$ cat src/rtl/zolpew_example_delay_line_pkg.sv
// zolpew_example_delay_line_pkg: shared sizes and data word type for the delay line
package zolpew_example_delay_line_pkg;
  localparam int WIDTH = 8;
  localparam int DEPTH = 32;
  localparam int SEL_W = $clog2(DEPTH);
  typedef logic [WIDTH-1:0] word_t;
endpackage

$ cat src/rtl/zolpew_example_delay_line_delay_shift_array.sv
// zolpew_example_delay_line_delay_shift_array: enabled shift chain with async clear, all taps exported
module zolpew_example_delay_line_delay_shift_array
  import zolpew_example_delay_line_pkg::*;
(
  input  logic                         clk,
  input  logic                         rst_n,
  input  logic                         ena,
  input  logic [WIDTH-1:0]             din,
  output logic [DEPTH-1:0][WIDTH-1:0]  taps
);
  always_ff @(posedge clk or negedge rst_n)
    if (!rst_n) taps <= '0;
    else if (ena) taps <= {taps[DEPTH-2:0], din};
endmodule

$ cat src/rtl/zolpew_example_delay_line.sv
// zolpew_example_delay_line: 8-bit delay line of 1..32 clocks, delay chosen by uio_in[4:0]
module zolpew_example_delay_line
  import zolpew_example_delay_line_pkg::*;
(
  input  logic       clk,
  input  logic       rst_n,
  input  logic       ena,
  input  logic [7:0] ui_in,
  output logic [7:0] uo_out,
  input  logic [7:0] uio_in,
  output logic [7:0] uio_out,
  output logic [7:0] uio_oe
);
  logic [DEPTH-1:0][WIDTH-1:0] taps;
  logic unused_sel;
  zolpew_example_delay_line_delay_shift_array u_array (
    .clk  (clk),
    .rst_n(rst_n),
    .ena  (ena),
    .din  (ui_in),
    .taps (taps)
  );
  assign uo_out     = taps[uio_in[SEL_W-1:0]];
  assign uio_out    = '0;
  assign uio_oe     = '0;
  assign unused_sel = &uio_in[7:SEL_W];
endmodule

$ cat config.mk
export PLATFORM = sky130hd
export DESIGN_NAME = zolpew_example_delay_line
export DESIGN_NICKNAME = d
export VERILOG_FILES = /design/src/rtl/zolpew_example_delay_line_pkg.sv /design/src/rtl/zolpew_example_delay_line_delay_shift_array.sv /design/src/rtl/zolpew_example_delay_line.sv
export SDC_FILE = /design/constraint.sdc
export NUM_CORES = 1
export LEC_CHECK = 0
export CELL_PAD_IN_SITES_DETAIL_PLACEMENT = 1
export CELL_PAD_IN_SITES_GLOBAL_PLACEMENT = 2
export CORE_AREA = 3 3 166 168
export CTS_BUF_LIST = sky130_fd_sc_hd__clkbuf_4 sky130_fd_sc_hd__clkbuf_8
export DETAILED_ROUTE_END_ITERATION = 6
export DIE_AREA = 0 0 169 171
export GPL_TIMING_DRIVEN = 0
export PLACE_DENSITY_LB_ADDON = 0.1
export SLEW_MARGIN = 10
export SYNTH_ARGS = -nofsm -noshare
export SYNTH_HDL_FRONTEND = slang
export SYNTH_SLANG_ARGS = --single-unit
$ cat constraint.sdc
create_clock -name clk -period 2.9 [get_ports clk]
set_clock_uncertainty 0.05 [all_clocks]
set_input_delay 0.58 -clock clk [delete_from_list [all_inputs] [get_ports clk]]
set_output_delay 0.58 -clock clk [all_outputs]
set_load 0.1 [all_outputs]
# Yosys cells after proc, flatten, opt, wreduce, memory -nomap -nowiden
# Index checks and enable logic that the tools add are counted.
# classes
magnitude_cmp	1
mux	2
# op_table
operator	count
$bmux 8 s5	1
$mux 8	1
$lt 5x6->1 const B	1
# word_totals
ff_bits	256

# Logic depth before layout (Yosys ltp)
# logic_depth
ltp_word	2
depth_mapped	5
depth_no_buf	3

# Cells and area by module
# A second synthesis with hierarchy kept.
# unflattened
cells_unflattened	664
area_unflattened_um2	11712.5
# by_module_without_submodules
mod	n_inst	cells_per_inst	area_per_inst_um2	seq_area_each_um2
zolpew_example_delay_line_delay_shift_array	1	540	9594.2	6406.1
zolpew_example_delay_line	1	124	2118.3	0.0

# Least setup slack after synthesis
# Ideal clock, no wire load.
# synth_timing
kind	input to output
start	in uio_in[2]
end	out uo_out[0]
t_arrival_ps	2497
slack_ps	-227
stages	5
path_buffers	2
cell_sequence	clkbuf_1 clkbuf_1 mux4_2 mux4_2 mux2_2
# synth_via
elab_chain_cells	2
# synth_lines
item	line	rtl
start, declared	zolpew_example_delay_line.sv:10	input logic [7:0] uio_in,
$bmux 8 s5	zolpew_example_delay_line.sv:23	assign uo_out = taps[uio_in[SEL_W-1:0]];
$mux 8 (not written as such)	zolpew_example_delay_line.sv:23	
end, declared	zolpew_example_delay_line.sv:9	output logic [7:0] uo_out,
# No other way between the ends. The select of a mux whose other input is x is not followed.

# Worst setup path after layout
# layout_timing
start	reg u_array.taps[208] (netlist bit)
end	out uo_out[0]
# layout_via
elab_chain_cells	2
# layout_lines
item	line	rtl
start, declared	zolpew_example_delay_line_delay_shift_array.sv:9	output logic [DEPTH-1:0][WIDTH-1:0] taps
start signal, assigned	zolpew_example_delay_line_delay_shift_array.sv:13	else if (ena) taps <= {taps[DEPTH-2:0], din};
$bmux 8 s5	zolpew_example_delay_line.sv:23	
$mux 8 (not written as such)	zolpew_example_delay_line.sv:23	
# No other way between the ends. The select of a mux whose other input is x is not followed.

==> key figures <==
STA
  • Highest clock rate: 325.1 MHz
  • Final Max Tran Viols: 0
  • Hold slack: about 0.46 ns
  • Final critical-path share of the clock period: 106.1%
  • RSZ-0062 raised after global routing: true
  • Final TNS setup: -1.261 ns
  • Slew margin rel.: 32.77%
  • Hold Vio Cnt, Final: 0
  • Worst slew pin tran: about 1.0 ns
  • Setup violators final: 8
  • Post-route setup slack: -0.1761 ns
  • Post-layout min period: about 3 ns

Logic synthesis
  • Synth cell types: 9
  • Mapped Cells: 664
  • Avg Inst Size Synth: 17.34 um2
  • Synth area leader: dfrtp_1
  • Yosys warnings: 0
  • Post-synth top area share: 55.65%
  • Number of flops mapped to enable cells by yosys: 0
  • Synth Cell Area: 11510 um2
  • Synth Register Bits: 256
  • Synth top area cells: dfrtp_1, mux2_2, mux4_2
  • Async SR Flop Fraction: 100.0%
  • Commonest cells post-synth: mux2_2, dfrtp_1, mux4_2
  • Most frequent cell after synthesis: mux2_2
  • Ys flop type: dfrtp_1
  • Seq/Total Area, Yosys: about 56%

Run status
  • Failing checks: setup timing
  • Outcome: finished with violations

Layout
  • Biggest register: u_array.taps
  • Layout fillers: 2387
  • Diodes inserted: 0
  • Storage cell area: 6406 um2
  • Area Growth Syn to Fin: 19.30%
  • Nets@finish: slightly below 800
  • Layout cells sized above 1: 60.90%
  • Multi-input logic area: 4865 um2
  • Max reg flops: 256
  • Cell area after layout: 13730 um2
  • Post-route insts no fill: 1133
  • Biggest regs: u_array.taps: 256 flops

Drt
  • Vias per inst: approximately 5.4
  • Routed WL: 26.77 mm
  • Iteration-0 DRC Markers: 201
  • Remaining antenna violation count after routing: 0
  • Drt wl/cell: 23.63 um
  • Total number of vias: 6139
  • DRC: 0
  • Detailed Routing Iterations Pass 1: 4

Worst setup path
  • Kind of end point of the critical path: primary output
  • Crit-path cells: mux4_2 > mux4_2 > mux2_4 > buf_12
  • Required @ worst endpoint: 2.27 ns
  • WP data arrival: 2.45 ns
  • Crit-path max FO: 3
  • Crit Path Class: reg2out
  • Crit path top cell by count: mux4_2
  • Startpoint types: register
  • CP max-delay cell: mux4_2
  • Slowest Stage Delay on Critical Path: 0.54 ns

Placed design
  • Dpl hpwl: approximately 18 mm
  • Final GP Congestion: 0.7524
  • Cell count after placement: 1033
  • IO buf count: 17
  • Placed inst area: 12290 um2

Die
  • Die X-Extent: 169 um
  • Core area: 26060 um2
  • Starting density of the core: 44.18%
  • Io pins: 43
  • Die Ht: 171 um
  • Die ar.: approximately 29000 um2
  • Row cnt: a little under 60

Power and ir drop
  • Switching power: 4.057 mW
  • Max rail drop VDD: approximately 0.52 mV
  • Leak pwr: 6.010 nW
  • Power Total: approximately 13 mW
  • Clock share of power: 26.1%
  • Pwr/cell area: 968.6 nW/um2
  • Sw Share: 30.49%
  • Pint: 9.247 mW
  • Combinational share of power: 28.6%
  • Share of total power in sequential cells: between 40% and 50%

Min path
  • HP Class: reg2reg

Clock network
  • CTS tree: done
  • Clock slew at reported path FFs: 0.05 ns
  • CTS Buf Count: 45
  • Worst-Skew Late Latency: 0.55 ns
  • CTS sink cnt: 256
  • Clk buf depth: 3
  • H-tree levels: 2
  • Root Driver: clkbuf_8

GRT
  • GRT Total Usage: 18.94%
  • Largest net degree at the start of global routing: between 100 and 150
  • Vias in the first global route: 7003
  • Total gr overflow: 0
  • Initial antenna violation count: 0
  • First-pass GRT wire length: 41.91 mm

Run
  • Max cap viols: 0
worst paths after layout:
kind,start,to,slack (ns),depth (start not counted)
setup / recovery,u_array.taps[208]$_DFFE_PN0P_,uo_out[0],-0.18,4
hold / removal,u_array.taps[248]$_DFFE_PN0P_,u_array.taps[248]$_DFFE_PN0P_,0.46,1
setup reg to reg,u_array.taps[43]$_DFFE_PN0P_,u_array.taps[51]$_DFFE_PN0P_,1.85,3
hold reg to reg,u_array.taps[248]$_DFFE_PN0P_,u_array.taps[248]$_DFFE_PN0P_,0.46,1
max in group asynchronous,rst_n,u_array.taps[189]$_DFFE_PN0P_,0.98,4
min in group asynchronous,rst_n,u_array.taps[1]$_DFFE_PN0P_,0.56,2
routing by layer:
metal	global-route usage [%]	up-vias	share of wire, %
met5	0	-	0
met4	5.363	0	1.7
met3	4.529	40	4.5
met2	31.69	99	50
met1	24.97	3298	44
li1	-	2702	-
power by group through the flow:
| stage | combinational, mW | sequential [mW] | clock [mW] |
|---|---|---|---|
| floorplan | 2.83 | 5.64 | 0 |
| global placement | 3.37 | 5.93 | 0 |
| detailed placement | 3.51 | 6.08 | 0 |
| CTS | 3.77 | 6.03 | 3.59 |
| global route | 4.05 | 6.24 | 3.76 |
| finish | 3.80 | 6.04 | 3.47 |
worst max-delay path: cells and delay by family (launching register included):
| kind | cells | cell delay (ns) |
|---|---|---|
| flops | 1 | 0.39 |
| mux | 3 | 1.34 |
| buf+inv | 1 | 0.17 |
placed cells by master (no fill, tap or decap):
cell	n
buf_1	3
buf_12	11
buf_16	9
buf_2	2
buf_4	34
buf_6	2
buf_8	1
bufinv_16	1
clkbuf_1	28
clkbuf_16	3
clkbuf_4	12
clkbuf_8	61
clkdlybuf4s50_1	8
clkinv_2	5
clkinvlp_4	1
conb_1	16
dfrtp_1	256
dlygate4sd3_1	1
mux2_2	256
mux2_4	8
mux4_2	80
final cells by class:
cell class	instances	area share, %
flip-flops and latches	256	46.64
multi-input cells	360	35.42
clock buffers	69	6.413
repair buffers	43	4.409
plain buffers	63	3.608
well taps	335	3.052
clock inverters	7	0.4555
cell families after synthesis:
logic type | Yosys count | synth area share (%)
other | 1 | 0.03257
flip-flops | 256 | 55.65
multiplexers | 344 | 41.47
buffers and inverters | 63 | 2.848
what timing repair did:
item                                    4_1_cts  5_1_grt
gates resized for setup                      99        2
hold endpoints to repair                     81        0
cloned                                        3        3
hold buffers                                  1        0
buffers inserted                              8        9
endpoints found under the setup margin        8        8
through the flow:
| stage | worst slack (ns) | utilization, % |
|---|---|---|
| final | -0.1761 | 52.71 |
| after global routing | -0.2460 | 52.71 |
| after CTS | -0.2307 | 52.10 |
| after detailed placement | -1.189 | 47.17 |
| after global placement | -9.088 | 46.94 |
| after floorplan | 0.001853 | - |
(Power assumes the default switching activity.)
